$ cat config.mk
export PLATFORM = sky130hd
export DESIGN_NAME = axi4_lite_rgb_pwm
export DESIGN_NICKNAME = d
export VERILOG_FILES = /design/src/rtl/axi4_lite_rgb_pwm.sv
export SDC_FILE = /design/constraint.sdc
export NUM_CORES = 1
export LEC_CHECK = 0
export ABC_CLOCK_PERIOD_IN_PS = 19700
export CAP_MARGIN = 20
export CORE_MARGIN = 1
export CORE_UTILIZATION = 55
export DETAILED_ROUTE_END_ITERATION = 16
export GPL_ROUTABILITY_DRIVEN = 0
export PLACE_DENSITY = 0.9
export SLEW_MARGIN = 20
export SYNTH_ARGS = -nofsm -noshare
export SYNTH_HDL_FRONTEND = slang
export SYNTH_SLANG_ARGS = --single-unit
$ cat constraint.sdc
create_clock -name aclk -period 19.7 [get_ports aclk]
set_input_delay 3.94 -clock aclk [delete_from_list [all_inputs] [get_ports aclk]]
set_output_delay 3.94 -clock aclk [all_outputs]
set_load 0.01 [all_outputs]
$ cat src/rtl/axi4_lite_rgb_pwm.sv
// AXI4-Lite register block driving six 8-bit PWM channels for the two on-board RGB LEDs.
// Duty values are shadowed at the phase wrap so a period never shows a half-updated duty.
module axi4_lite_rgb_pwm #(
    parameter int A = 16,
    parameter int N = 4
) (
    input  logic           aclk,
    input  logic           areset,
    input  logic [A-1:0]   awaddr,
    input  logic           awvalid,
    output logic           awready,
    input  logic [8*N-1:0] wdata,
    input  logic [N-1:0]   wstrb,
    input  logic           wvalid,
    output logic           wready,
    output logic [1:0]     bresp,
    output logic           bvalid,
    input  logic           bready,
    input  logic [A-1:0]   araddr,
    input  logic           arvalid,
    output logic           arready,
    output logic [8*N-1:0] rdata,
    output logic [1:0]     rresp,
    output logic           rvalid,
    input  logic           rready,
    output logic           HD_GPIO_RGB1_R,
    output logic           HD_GPIO_RGB1_G,
    output logic           HD_GPIO_RGB1_B,
    output logic           HP_GPIO_RGB2_R,
    output logic           HP_GPIO_RGB2_G,
    output logic           HP_GPIO_RGB2_B
);

    localparam logic [1:0] RESP_OKAY   = 2'b00;
    localparam logic [1:0] RESP_DECERR = 2'b11;

    logic           ready_en;
    logic           aw_held;
    logic [A-1:0]   aw_addr;
    logic           w_held;
    logic [8*N-1:0] w_data;
    logic [N-1:0]   w_strb;
    logic           ar_stage;

    logic           enable;
    logic [15:0]    prescale;
    logic [23:0]    rgb1;
    logic [23:0]    rgb2;

    logic [15:0]    pre_cnt;
    logic [7:0]     phase;
    logic [23:0]    shadow1;
    logic [23:0]    shadow2;
    logic [5:0]     led;

    logic [31:0]    reg_file [0:7];
    logic [31:0]    wr_old;
    logic [31:0]    wr_val;
    logic           aw_hs;
    logic           w_hs;
    logic           ar_hs;
    logic           commit;
    logic           unused;

    function automatic logic addr_hit(input logic [A-1:0] addr);
        return (addr[A-1:5] == '0) && (addr[4:2] <= 3'd4);
    endfunction

    function automatic logic [31:0] merge(input logic [31:0] old, input logic [31:0] data,
                                          input logic [3:0] strb);
        logic [31:0] r;
        r = old;
        for (int b = 0; b < 4; b++) begin
            if (strb[b]) r[8*b +: 8] = data[8*b +: 8];
        end
        return r;
    endfunction

    // ready_en keeps every ready low until the first edge after reset is released
    assign awready = ready_en && !aw_held && !bvalid;
    assign wready  = ready_en && !w_held && !bvalid;
    assign arready = ready_en && !rvalid && !ar_stage;

    assign aw_hs  = awvalid && awready;
    assign w_hs   = wvalid && wready;
    assign ar_hs  = arvalid && arready;
    assign commit = aw_held && w_held;

    always_comb begin
        for (int i = 0; i < 8; i++) reg_file[i] = '0;
        reg_file[0] = {31'b0, enable};
        reg_file[1] = {16'b0, prescale};
        reg_file[2] = {8'b0, rgb1};
        reg_file[3] = {8'b0, rgb2};
        reg_file[4] = {23'b0, enable, phase};
    end

    assign wr_old = reg_file[aw_addr[4:2]];
    assign wr_val = merge(wr_old, w_data, w_strb);
    assign unused = &{1'b0, aw_addr[1:0], araddr[1:0], wr_val[31:24]};

    always_ff @(posedge aclk or posedge areset) begin
        if (areset) begin
            ready_en <= 1'b0;
            aw_held  <= 1'b0;
            aw_addr  <= '0;
            w_held   <= 1'b0;
            w_data   <= '0;
            w_strb   <= '0;
            bvalid   <= 1'b0;
            bresp    <= RESP_OKAY;
        end else begin
            ready_en <= 1'b1;
            if (commit) begin
                aw_held <= 1'b0;
                w_held  <= 1'b0;
                bresp   <= addr_hit(aw_addr) ? RESP_OKAY : RESP_DECERR;
            end else begin
                if (aw_hs) begin
                    aw_held <= 1'b1;
                    aw_addr <= awaddr;
                end
                if (w_hs) begin
                    w_held <= 1'b1;
                    w_data <= wdata;
                    w_strb <= wstrb;
                end
            end
            if (bvalid && bready) bvalid <= 1'b0;
            else if (commit)      bvalid <= 1'b1;
        end
    end

    always_ff @(posedge aclk or posedge areset) begin
        if (areset) begin
            enable   <= 1'b0;
            prescale <= 16'h00FF;
            rgb1     <= '0;
            rgb2     <= '0;
        end else if (commit && addr_hit(aw_addr)) begin
            case (aw_addr[4:2])
                3'd0:    enable   <= wr_val[0];
                3'd1:    prescale <= wr_val[15:0];
                3'd2:    rgb1     <= wr_val[23:0];
                3'd3:    rgb2     <= wr_val[23:0];
                default: ;
            endcase
        end
    end

    // Read data is captured at the AR handshake so a same-edge commit is not observed
    always_ff @(posedge aclk or posedge areset) begin
        if (areset) begin
            ar_stage <= 1'b0;
            rvalid   <= 1'b0;
            rdata    <= '0;
            rresp    <= RESP_OKAY;
        end else begin
            if (ar_hs) begin
                ar_stage <= 1'b1;
                rdata    <= addr_hit(araddr) ? reg_file[araddr[4:2]] : '0;
                rresp    <= addr_hit(araddr) ? RESP_OKAY : RESP_DECERR;
            end
            if (ar_stage) begin
                ar_stage <= 1'b0;
                rvalid   <= 1'b1;
            end else if (rvalid && rready) begin
                rvalid <= 1'b0;
            end
        end
    end

    always_ff @(posedge aclk or posedge areset) begin
        if (areset) begin
            pre_cnt <= '0;
            phase   <= '0;
            shadow1 <= '0;
            shadow2 <= '0;
            led     <= '0;
        end else if (!enable) begin
            pre_cnt <= '0;
            phase   <= '0;
            shadow1 <= rgb1;
            shadow2 <= rgb2;
            led     <= '0;
        end else begin
            led <= {phase < shadow1[23:16], phase < shadow1[15:8], phase < shadow1[7:0],
                    phase < shadow2[23:16], phase < shadow2[15:8], phase < shadow2[7:0]};
            if (pre_cnt >= prescale) begin
                pre_cnt <= '0;
                phase   <= phase + 8'd1;
                if (phase == 8'd255) begin
                    shadow1 <= rgb1;
                    shadow2 <= rgb2;
                end
            end else begin
                pre_cnt <= pre_cnt + 16'd1;
            end
        end
    end

    assign {HD_GPIO_RGB1_R, HD_GPIO_RGB1_G, HD_GPIO_RGB1_B,
            HP_GPIO_RGB2_R, HP_GPIO_RGB2_G, HP_GPIO_RGB2_B} = led;

endmodule

# Word level (Yosys, flattened, before mapping)
# Cells that the tools add are included.
# op_classes
order_cmp,11
n_reduce_logical,34
add_sub_neg,2
eq_ne,6
n_mux,33
bitwise,3
# ops
cell,n
$bmux W32 S3,2
$mux W24,8
$mux W32,3
$lt A8 B8 Y1,6
$mux W8,5
$mux W16,2
$logic_not A11 Y1,2
$add A16 B1 Y16 const B,1
$ge A16 B16 Y1,1
$logic_and A1 B1 Y1,15
$reduce_and A2 Y1,7
$mux W1,10
$add A8 B1 Y8 const B,1
$eq A8 B8 Y1 const B,1
$ge A4 B4 Y1 const B,2
$not A3 Y4,2
$reduce_bool A2 Y1,4
$eq A3 B2 Y1 const B,2
$le A3 B3 Y1 const B,2
$mux W6,1
$logic_not A1 Y1,5
$mux W2,2
$ne A2 B1 Y1 const B,2
$eq A3 B1 Y1 const B,1
2 further kinds,2
# word_totals
regBits,228
input_bits,75

# Longest topological paths before layout
# Gate-level depths: netlist (run 1).
# depth
word_depth,6
depth_mapped,10

# Worst setup path after synthesis (run 1)
# OpenSTA, ideal clock, no wires.
# synth_timing
kind,in2reg
start,in wvalid
end,reg w_data[10]
arrival_ns,5.084
setup_slack_ns,14.491
path_stages,4
t_required_ns,19.575
n_path_buf,2
cell_sequence,and2_1 -> clkbuf_1 -> clkbuf_1 -> mux2_2
# synth_via
elab_chain_len,2
# synth_lines
item,line,rtl
start: declaration,14,"input logic wvalid,"
$logic_and A1 B1 Y1,85,assign w_hs = wvalid && wready;
$reduce_and A2 Y1 (no line),n/a,
end signal: assignment,125,w_data <= wdata;
end: declaration,41,logic [8*N-1:0] w_data;
# No other way between the ends.
# A chain may end at the register's enable or synchronous reset.

# Worst setup path after layout (run 1)
# layout_timing
start,in arvalid
end,reg rdata[16]
# layout_via
elab_chain_len,1
# layout_lines
item,line,rtl
start: declaration,20,"input logic arvalid,"
$logic_and A1 B1 Y1,86,assign ar_hs = arvalid && arready;
end signal: assignment,161,rdata <= addr_hit(araddr) ? reg_file[araddr[4:2]] : '0;
end: declaration,22,"output logic [8*N-1:0] rdata,"
# No other way between the ends.

==> metrics.md, run 1 <==
| Metric | Value |
|---|---|
| NetSw | `roughly 0.34 mW` |
| Root Driver | `clkbuf_16` |
| Post-route DRC | `0` |
| FMAX | `~0.16 GHz` |
| Flop and latch count out of synthesis | `about 220` |
| Layout cell share with drive strength beyond 1 | `between 10 and 15%` |
| First-pass GRT wire length | `between 40 and 50 mm` |
| Asr flop ratio synth | `100%` |
| Adder-Cell Fraction of Synth Area | `approximately 7%` |
| P_int | `about 0.84 mW` |
| CP arrival | `6.72 ns` |
| Area fraction in compound gates after synthesis | `roughly 11%` |
| TritonCTS Sinks | `about 220` |
| Via density | `between 5 and 6` |
| VDD IR max | `about 0.063 mV` |
| CTS tree | `yes` |
| Final Slew Violations | `0` |
| Hold WC Path Type | `reg -> reg` |
| Status | `finished clean` |
| Final wirelength | `approximately 27 mm` |
| CTS Buf Count | `24` |
| DRT iter0 DRCs | `between 700 and 800` |
| Die Span X | `143 µm` |
| Total iterations of the first detailed-routing run | `5` |
| Mean post-synth cell area | `10.8 µm²` |
| Post-CTS Hold Buffers | `0` |
| Number of core rows | `51` |
| Setup TNS | `0 ns` |
| Slew margin rel. | `about 26%` |
| Slew @ Worst Pin | `~1.1 ns` |
| Pwr dens | `between 90 and 100 mW/mm²` |
| Dpl ws | `between 10 and 15 ns` |
| Reg power frac | `46.2%` |
| Critical path class | `in -> reg` |
| Leak | `between 5 and 6 nW` |
| Layout Area Growth over Synthesis | `17.6%` |
| Tcrit/Tclk final | `about a third` |
| Placed insts | `1339` |
| Total global-route track usage | `a little over a quarter` |
| I/O pin count | `around 120` |
| FF/Latch Area | `between 0.005 and 0.006 mm²` |
| PortBufs | `100` |
| Area after DPL | `~0.012 mm²` |
| Starting Density | `between 50% and 60%` |
| Clock power frac | `a little under two fifths` |
| Chip height | `between 100 and 150 µm` |
| Clk_lat worst skew | `0.52 ns` |
| Largest family of logic cells by synthesized area | `multiplexers` |
| Post-route cell area | `roughly 0.013 mm²` |
| Utilization after layout | `66.1%` |
| Post-synthesis instance area | `between 0.01 and 0.015 mm²` |
| Postcts setup bufs | `0` |
| Setup-failing EPs final | `0` |
| Post-synth top flop | `dfrtp_1` |
| PostCTS Resize Cnt | `0` |
| Tmin final | `between 6 and 7 ns` |
| Switching Share | `between 20 and 30%` |
| Wire length per cell | `about 19 µm` |
| CP Capture Type | `flop` |
| NumNets Final | `about 1200` |
| Max Root-Sink Buffers | `3` |
| CP required | `just over 20 ns` |
| Register area share after synthesis | `about half` |
| Simple-Gate Fraction of Synth Area | `about a tenth` |
| Synth warn | `0` |
| Final Hold Fails | `0` |
| CP startpoint kind | `input port` |
| Initial antenna violation count | `0` |
| Largest net degree at the start of global routing | `140` |
| Max-cap violations | `0` |
| Post-DP HPWL | `17.6 mm` |
| Number of global-route vias before repair | `approximately 8700` |
| RSZ-0062 raised after global routing | `no` |
| Final Non-Filler Cells | `1383` |
| Final WS setup | `13.39 ns` |
| Post-Synth XOR/XNOR Area | `under 10%` |
| Gate power share | `around 17%` |
| Multi-input logic area | `a little under 0.005 mm²` |
| Antenna Nets Post-Route | `0` |
| Syn Inst Count | `about 1000` |
| Gr ovfl total | `0` |
| H-tree depth | `1` |
| Core area | `slightly below 0.02 mm²` |
| Max Clock Skew | `approximately 0.015 ns` |
| N_diodes | `0` |
| Critical path fanouts, max | `26` |
| FILL cells | `1368` |
| Number of synthesized flops with an enable pin | `0` |
| Clock transition at path regs | `around 0.060 ns` |
| Synth cell types | `between 50 and 60` |
| Die area | `~0.02 mm²` |
| DR vias | `between 8000 and 9000` |
| Mux cell area share after synthesis | `15.9%` |
## state kept, by name, indices dropped and copies added, names as in the netlist
register  flops
shadow2      24
ready_en      1
phase         8
prescale     16
enable        1
rdata        24
bresp         1
ar_stage      1
w_data       24
aw_addr      14
led           6
bvalid        1
shadow1      24
w_held        1
aw_held       1
rgb1         24
pre_cnt      16
rgb2         24
w_strb        3
rresp         1
rvalid        1
## worst paths after layout
kind / startpoint / endpoint / slack (ns) / depth (start not counted)
min reg2reg: rdata[22] / rdata[22] / 0.47 / 2
max in group asynchronous: areset / pre_cnt[8] / 14.13 / 3
max: arvalid / rdata[16] / 13.39 / 6
min: rdata[22] / rdata[22] / 0.47 / 2
max reg2reg: prescale[6] / shadow1[1] / 16.39 / 9
min in group asynchronous: areset / rdata[18] / 4.03 / 2
## routing by layer
| layer | up-vias | share of wire [%] | GRT usage [%] |
|---|---|---|---|
| met5 | - | 0 | 0 |
| met4 | 0 | 4.6 | 14.4 |
| met3 | 106 | 6.4 | 5.03 |
| met2 | 388 | 50 | 45.1 |
| met1 | 4077 | 39 | 33.5 |
| li1 | 3714 | - | - |
## logic make-up after synthesis
logic type / after synthesis
other: 2
buffers and inverters: 142
adder cells (fa/ha/maj): 60
AO/OA/AOI/OAI: 207
flip-flops: 216
XOR/XNOR: 15
AND/OR/NAND/NOR: 217
multiplexers: 158
## critical path: stages
cell and delay (ns):
clkdlybuf4s50_1 0.48, nand2_1 0.61, nand4b_1 0.70, nor2_1 0.35
nand2_1 0.30, o21ai_0 0.33
## area by class of cell
| class | count | share of cell area, % |
|---|---|---|
| Clock buffer | 39 | 5.82 |
| Clock inverter | 5 | 0.194 |
| Inverter | 82 | 2.45 |
| Multi-Input combinational cell | 666 | 38.5 |
| Sequential cell | 216 | 42.1 |
| Tap cell | 265 | 2.58 |
| Timing Repair Buffer | 110 | 8.36 |
## cells in the mapped netlist, types with 8 or more instances
| master | count | area (µm²) |
|---|---|---|
| a21o_1 | 16 | 120 |
| a21oi_1 | 60 | 300 |
| a22oi_1 | 23 | 173 |
| buf_2 | 9 | 45.0 |
| buf_4 | 14 | 105 |
| clkbuf_1 | 29 | 109 |
| dfrtp_1 | 208 | 5200 |
| dfstp_2 | 8 | 210 |
| ha_1 | 60 | 751 |
| inv_1 | 82 | 308 |
| mux2_2 | 97 | 1090 |
| mux2i_1 | 53 | 531 |
| nand2_1 | 68 | 255 |
| nand2b_1 | 8 | 50.1 |
| nand3_1 | 12 | 60.1 |
| nor2_1 | 73 | 274 |
| nor3_1 | 8 | 40.0 |
| nor4_1 | 8 | 50.1 |
| o21ai_0 | 69 | 345 |
| o31ai_1 | 8 | 60.1 |
| or4_1 | 9 | 67.6 |
| xor2_1 | 10 | 87.6 |
## power groups by stage
stage	clock, mW	sequential [mW]	combinational [mW]
floorplan	0	0.523	0.152
global placement	0	0.548	0.188
detailed placement	0	0.551	0.197
CTS	0.437	0.544	0.200
global route	0.456	0.551	0.216
finish	0.434	0.545	0.201
## through the flow
stage / hold slack [ns] / total power, mW
finish: 0.474 / 1.18
global route: 0.485 / 1.22
CTS: 0.479 / 1.18
detailed placement: 0.450 / 0.748
global placement: 0.435 / 0.736
floorplan: 0.429 / 0.675
## cell usage in the layout (no fill, tap or decap), types with 7 or more instances in the layout
| cell | n |
|---|---|
| a211oi_1 | 7 |
| a21o_1 | 16 |
| a21oi_1 | 60 |
| a22oi_1 | 23 |
| buf_4 | 10 |
| clkbuf_1 | 7 |
| clkbuf_16 | 25 |
| clkbuf_8 | 7 |
| clkdlybuf4s50_1 | 100 |
| conb_1 | 9 |
| dfrtp_1 | 208 |
| dfstp_2 | 8 |
| ha_1 | 60 |
| inv_1 | 81 |
| mux2_2 | 97 |
| mux2i_1 | 53 |
| nand2_1 | 68 |
| nand2b_1 | 8 |
| nand3_1 | 12 |
| nor2_1 | 73 |
| nor3_1 | 7 |
| nor4_1 | 8 |
| o21ai_0 | 69 |
| o22ai_1 | 7 |
| o31ai_1 | 8 |
| or4_1 | 9 |
| xor2_1 | 10 |
(Power assumes the default switching activity.)
==> run 2: changes to the inputs <==
--- a/config.mk
+++ b/config.mk
@@ -5,13 +5,13 @@
 export SDC_FILE = /design/constraint.sdc
 export NUM_CORES = 1
 export LEC_CHECK = 0
-export ABC_CLOCK_PERIOD_IN_PS = 19700
+export ABC_CLOCK_PERIOD_IN_PS = 5630
 export CAP_MARGIN = 20
 export CORE_MARGIN = 1
-export CORE_UTILIZATION = 55
+export CORE_UTILIZATION = 51
 export DETAILED_ROUTE_END_ITERATION = 16
 export GPL_ROUTABILITY_DRIVEN = 0
-export PLACE_DENSITY = 0.9
+export PLACE_DENSITY = 0.88
 export SLEW_MARGIN = 20
 export SYNTH_ARGS = -nofsm -noshare
 export SYNTH_HDL_FRONTEND = slang
==> constraint.sdc (replaced) <==
create_clock -name aclk -period 5.63 [get_ports aclk]
set_input_delay 1.126 -clock aclk [delete_from_list [all_inputs] [get_ports aclk]]
set_output_delay 1.126 -clock aclk [all_outputs]
set_load 0.01 [all_outputs]
==> run 2 against run 1 <==
Die area grew 7.7%. Total power grew to 3.6 times the previous value. First-iteration DRC count fell by 16%. Final cell count grew 0.87%. Critical path type unchanged. Critical endpoint is now rdata[11].
==> metrics.md, run 2 (synthesized netlist as in run 1, its figures left out) <==
| Metric | Value |
|---|---|
| Status | `finished clean` |
| Setup-failing EPs final | `0 (unchanged)` |
| TritonCTS Sinks | `216 (unchanged)` |
| Most common cell after layout, fill and taps aside | `dfrtp_1` |
| Layout cell share with drive strength beyond 1 | `14.8% (+0.42 points)` |
| Gr ovfl total | `0 (unchanged)` |
| Worst path depth | `7 (+1)` |
| Setup TNS | `0 ns (unchanged)` |
| Clk_lat worst skew | `0.52 ns (about the same)` |
| Most frequent cells in the layout | `dfrtp_1 (208), clkdlybuf4s50_1 (100), mux2_2 (97)` |
| CP arrival | `3.88 ns (-2.84 ns)` |
| Multi-input logic area | `0.00496 mm² (about the same)` |
| Tmin final | `roughly 3.5 ns` |
| RSZ-0062 raised after global routing | `no` |
| Worst path cell trace | `clkdlybuf4s50_1 > o21ai_0 > nor4b_1 > nand4b_1 > nor2_1 > o21ai_1 > o31ai_1` |
| CTS Buf Count | `24 (unchanged)` |
| Number of core rows | `53 (+3.9%)` |
| HP Start | `rdata[22]` |
| PostCTS Resize Cnt | `0 (unchanged)` |
| Root Driver | `clkbuf_16` |
| Post-CTS Hold Buffers | `0 (unchanged)` |
| Via density | `5.86 (-2.1%)` |
| Layout Area Growth over Synthesis | `18.3%` |
| CP bufs+invs | `1 (unchanged)` |
| Antenna Nets Post-Route | `0 (unchanged)` |
| R2R Path Start | `prescale[2]` |
| CP startpoint kind | `input port` |
| Wire length per cell | `18.9 µm (-2.2%)` |
| H-tree depth | `1 (unchanged)` |
| DR vias | `8178 (-1.3%)` |
| Core area | `0.0210 mm² (+8.0%)` |
| Post-DP HPWL | `17.9 mm (+1.8%)` |
| Clock transition at path regs | `0.06 ns (about the same)` |
| Leak | `5.79 nW (+0.36%)` |
| Worst setup path startpoint | `araddr[4]` |
| DRT iter0 DRCs | `615 (-16%)` |
| PortBufs | `100 (unchanged)` |
| Total iterations of the first detailed-routing run | `5 (unchanged)` |
| FILL cells | `1543 (+13%)` |
| Max Clock Skew | `0.0134 ns (-0.00112 ns)` |
| FF/Latch Area | `0.00542 mm² (unchanged)` |
| Die Span X | `148 µm (+3.8%)` |
| NumNets Final | `1238 (+0.24%)` |
| Max incr delay on CP | `0.72 ns (+0.02 ns)` |
| CTS tree | `yes` |
| VDD IR max | `0.228 mV (+260%)` |
| First-pass GRT wire length | `43.1 mm (-0.19%)` |
| Max-cap violations | `0 (unchanged)` |
| CP required | `6.03 ns (-14.08 ns)` |
| Max Root-Sink Buffers | `3 (unchanged)` |
| Slew margin rel. | `37.1% (+12 points)` |
| Critical-path top delay cell | `clkdlybuf4s50_1` |
| Die area | `0.0220 mm² (+7.7%)` |
| Total global-route track usage | `24.6% (-2.4 points)` |
| Critical path fanouts, max | `20 (-23%)` |
| Number of global-route vias before repair | `8578 (-1.1%)` |
| R2R cell count | `9 (unchanged)` |
| CP delay by family, top | `simple AND/OR/NAND/NOR gates` |
| FMAX | `0.287 GHz` |
| Initial antenna violation count | `0 (unchanged)` |
| Tcrit/Tclk final | `61.8%` |
| Final Hold Fails | `0 (unchanged)` |
| CP Capture Type | `flop` |
| N_diodes | `0 (unchanged)` |
| Starting Density | `52.0% (-4.2 points)` |
| Utilization after layout | `61.5% (-4.6 points)` |
| Hold Crit Depth | `2 (unchanged)` |
| Slew @ Worst Pin | `0.943 ns (-0.173 ns)` |
| Chip height | `148 µm (+3.8%)` |
| Critical path class | `in -> reg` |
| I/O pin count | `122 (unchanged)` |
| Largest net degree at the start of global routing | `83 (-41%)` |
| Pwr dens | `325 mW/mm² (+250%)` |
| Final Slew Violations | `0 (unchanged)` |
| Postcts setup bufs | `0 (unchanged)` |
| Hold WC Path Type | `reg -> reg` |
| Final wirelength | `26.3 mm (-1.3%)` |
| Post-route DRC | `0 (unchanged)` |
[run 2: changes by cell type in the layout (fill, tap and decap cells not counted), sizes merged]
cell,change
clkinv,-1
bufinv,+2
clkbuf,-4
buf,+3
clkinvlp,+2
[run 2: worst min-delay path, cell delays in order, from the launching register on]
cell and delay [ns]:
dfrtp_1 0.34, nand2_1 0.04, o21ai_0 0.06
[run 2: path summary, 6_finish.rpt]
kind,endpoint,slack (ns)
max in group asynchronous,pre_cnt[4],3.69
min reg2reg,rdata[22],0.47
min,rdata[22],0.47
max,rdata[11],2.15
max reg2reg,shadow1[17],2.25
min in group asynchronous,w_data[21],1.20
[run 2: final cells by class]
type	count	area share, %
clock buffer	35	5.51
sequential	216	41.9
clock inverter	8	0.745
inverter	82	2.41
tap	275	2.66
multi-input combinational	666	38.3
timing repair buffer	113	8.52
[run 2: power by group]
part,internal [mW],switching [mW]
combinational,0.309,0.391
sequential,1.73,0.190
clock,0.969,0.627
[run 2: routing by layer]
layer,share of wire (%),GRT usage [%],vias to the layer above
li1,-,-,3710
met1,40,30.6,4076
met2,50,41.6,313
met3,6.5,4.60,79
met4,3.9,11.4,0
met5,0,0,-
[run 2: metrics by stage]
step / worst slack [ns] / power [mW] / hold WS, ns / instance area, µm² / std cells
6_report: 2.15 / 4.21 / 0.474 / 12900 / 1395
5_1_grt: 1.90 / 4.37 / 0.499 / 12900 / 1395
4_1_cts: 2.11 / 4.21 / 0.483 / 12900 / 1395
3_5_place_dp: 1.66 / 2.61 / 0.470 / 12100 / 1352
3_3_place_gp: 1.85 / 2.58 / 0.444 / 12100 / 1352
2_1_floorplan: 1.70 / 2.36 / 0.429 / 11000 / 1024
==> run 3: changes to the inputs <==
--- a/config.mk
+++ b/config.mk
@@ -5,13 +5,13 @@
 export SDC_FILE = /design/constraint.sdc
 export NUM_CORES = 1
 export LEC_CHECK = 0
-export ABC_CLOCK_PERIOD_IN_PS = 5630
+export ABC_CLOCK_PERIOD_IN_PS = 3400
 export CAP_MARGIN = 20
 export CORE_MARGIN = 1
-export CORE_UTILIZATION = 51
+export CORE_UTILIZATION = 55
 export DETAILED_ROUTE_END_ITERATION = 16
 export GPL_ROUTABILITY_DRIVEN = 0
-export PLACE_DENSITY = 0.88
+export PLACE_DENSITY = 0.9
 export SLEW_MARGIN = 20
 export SYNTH_ARGS = -nofsm -noshare
 export SYNTH_HDL_FRONTEND = slang
==> constraint.sdc (replaced) <==
create_clock -name aclk -period 3.4 [get_ports aclk]
set_input_delay 0.68 -clock aclk [delete_from_list [all_inputs] [get_ports aclk]]
set_output_delay 0.68 -clock aclk [all_outputs]
set_load 0.01 [all_outputs]
==> run 3 against run 2 <==
Total power increased by 60%. Global-route usage grew 3.7 points. Hold slack better by 0.0016 ns. Clock power up 48%. Die area shrank 7.2%. Routed wire length up 3.7%. Final cell count decreased by 0.14%. Combinational power grew 66%. Setup slack lost 1.7 ns.
==> metrics.md, run 3 (synthesized netlist as in run 1, its figures left out) <==
| Metric | Value |
|---|---|
| Number of core rows | `51 (-3.8%)` |
| R2R cell count | `9 (unchanged)` |
| Area after DPL | `0.0123 mm² (+1.2%)` |
| CP required | `3.79 ns (-2.24 ns)` |
| DR vias | `8298 (+1.5%)` |
| CP Capture Type | `flop` |
| Placed insts | `1353 (+0.074%)` |
| Final WS setup | `0.450 ns (-1.70 ns)` |
| Final Slew Violations | `0 (unchanged)` |
| CTS Buf Count | `23 (-4.2%)` |
| Layout Area Growth over Synthesis | `18.5%` |
| Final Non-Filler Cells | `1393 (-0.14%)` |
| Max Root-Sink Buffers | `3 (unchanged)` |
| Post-DP HPWL | `18.4 mm (+2.7%)` |
| Switching Share | `29.7% (+1.1 points)` |
| Initial antenna violation count | `0 (unchanged)` |
| Critical path fanouts, max | `32 (+60%)` |
| Clk_lat worst skew | `0.52 ns (about the same)` |
| Starting Density | `56.2% (+4.2 points)` |
| Chip height | `143 µm (-3.7%)` |
| Antenna Nets Post-Route | `0 (unchanged)` |
| Hold slack | `0.476 ns (+0.00162 ns)` |
| FMAX | `0.339 GHz` |
| Setup TNS | `0 ns (unchanged)` |
| NumNets Final | `1248 (+0.81%)` |
| R2r setup slk | `0.45 ns (-1.80 ns)` |
| Root Driver | `clkbuf_16` |
| Wire length per cell | `19.6 µm (+3.8%)` |
| Status | `finished clean` |
| Slew @ Worst Pin | `0.859 ns (-0.0839 ns)` |
| Hold WC Path Type | `reg -> reg` |
| Reg-to-reg endpoint | `shadow1[9]` |
| CP arrival | `3.34 ns (-0.54 ns)` |
| Post-route DRC | `0 (unchanged)` |
| RSZ-0062 raised after global routing | `no` |
| Utilization after layout | `66.6% (+5.1 points)` |
| Number of global-route vias before repair | `9022 (+5.2%)` |
| Total iterations of the first detailed-routing run | `5 (unchanged)` |
| Die area | `0.0205 mm² (-7.2%)` |
| Pwr Total | `6.75 mW (+60%)` |
| Worst Setup EP | `shadow1[9]` |
| Post-route cell area | `0.0130 mm² (+0.18%)` |
| TritonCTS Sinks | `216 (unchanged)` |
| Critical path class | `reg -> reg` |
| Dpl ws | `0.477 ns (-1.18 ns)` |
| Max-cap violations | `0 (unchanged)` |
| Final wirelength | `27.3 mm (+3.7%)` |
| NetSw | `2.01 mW (+66%)` |
| Largest net degree at the start of global routing | `37 (-55%)` |
| Total global-route track usage | `28.3% (+3.7 points)` |
| Gate power share | `17.1% (+0.5 points)` |
| Tcrit/Tclk final | `around 87%` |
| Most common cell after layout, fill and taps aside | `dfrtp_1` |
| H-tree depth | `1 (unchanged)` |
| Layout cell share with drive strength beyond 1 | `15.2% (+0.34 points)` |
| First-pass GRT wire length | `45.0 mm (+4.5%)` |
| Final Hold Fails | `0 (unchanged)` |
| P_int | `4.74 mW (+58%)` |
| Die Span X | `143 µm (-3.7%)` |
| N_diodes | `0 (unchanged)` |
| DRT iter0 DRCs | `702 (+14%)` |
| CP startpoint kind | `flop` |
| Postcts setup bufs | `0 (unchanged)` |
| Reg power frac | `47.8% (+2.3 points)` |
| Max Clock Skew | `0.0223 ns (+0.00883 ns)` |
| Leak | `5.81 nW (+0.39%)` |
| I/O pin count | `122 (unchanged)` |
| Core area | `0.0195 mm² (-7.4%)` |
| Clock transition at path regs | `0.06 ns (about the same)` |
| R2R Path Start | `prescale[6]` |
| Pwr dens | `521 mW/mm² (+60%)` |
| Via density | `5.96 (+1.6%)` |
| Clock power frac | `35.0% (-2.9 points)` |
| Worst setup path startpoint | `prescale[6]` |
| Slew margin rel. | `42.7% (+5.6 points)` |
| Most frequent cells in the layout | `dfrtp_1 (208), clkdlybuf4s50_1 (100), mux2_2 (97)` |
| Hold Crit Depth | `2 (unchanged)` |
| PostCTS Resize Cnt | `0 (unchanged)` |
| CTS tree | `yes` |
| Setup-failing EPs final | `0 (unchanged)` |
| PortBufs | `100 (unchanged)` |
| Tmin final | `2.95 ns` |
| VDD IR max | `0.438 mV (+92%)` |
| Post-CTS Hold Buffers | `0 (unchanged)` |
| Gr ovfl total | `0 (unchanged)` |
-- run 3: cell types whose count changed in the layout (fill, tap and decap cells not counted), sizes merged --
cell      change
clkinvlp      +1
clkbuf        -1
buf          +11
clkinv        -1
bufinv        -2
-- run 3: how the worst min path moves through the flow --
stage / start / end / slack (ns)
floorplan: ar_stage / rvalid / 0.43
global placement: ar_stage / rvalid / 0.44
detailed placement: rdata[21] / rdata[21] / 0.47
CTS: rdata[21] / rdata[21] / 0.48
global route: ar_stage / rvalid / 0.50
finish: rdata[21] / rdata[21] / 0.48
-- run 3: final cells by class --
cell class | count | area, µm²
fillers | 1325 | 6500
flip-flops and latches | 216 | 5420
multi-input cells | 666 | 4940
repair buffers | 124 | 1260
clock buffers | 34 | 667
well taps | 265 | 332
inverters | 82 | 312
clock inverters | 6 | 38.8
-- run 3: routing by layer --
metal,vias to the layer above,GRT usage [%],routed length (µm)
li1,3729,-,-
met2,399,46.1,13000
met3,130,5.10,1940
met1,4040,35.1,10800
met4,0,17.7,1620
met5,-,0,0
-- run 3: power groups by stage --
stage | combinational (mW) | sequential, mW | clock [mW]
final | 1.16 | 3.23 | 2.36
after global routing | 1.25 | 3.25 | 2.50
after floorplan | 0.879 | 3.03 | 0
after global placement | 1.08 | 3.23 | 0
after CTS | 1.15 | 3.21 | 2.39
after detailed placement | 1.13 | 3.25 | 0
-- run 3: critical path: stages (launching register included) --
cell and delay, ns:
dfstp_2 0.56, inv_1 0.05, ha_1 0.27, and2_1 0.14, o2111ai_1 0.11, o21ai_0 0.28
a211oi_2 0.20, o41ai_4 0.33, buf_4 0.47, mux2_2 0.40
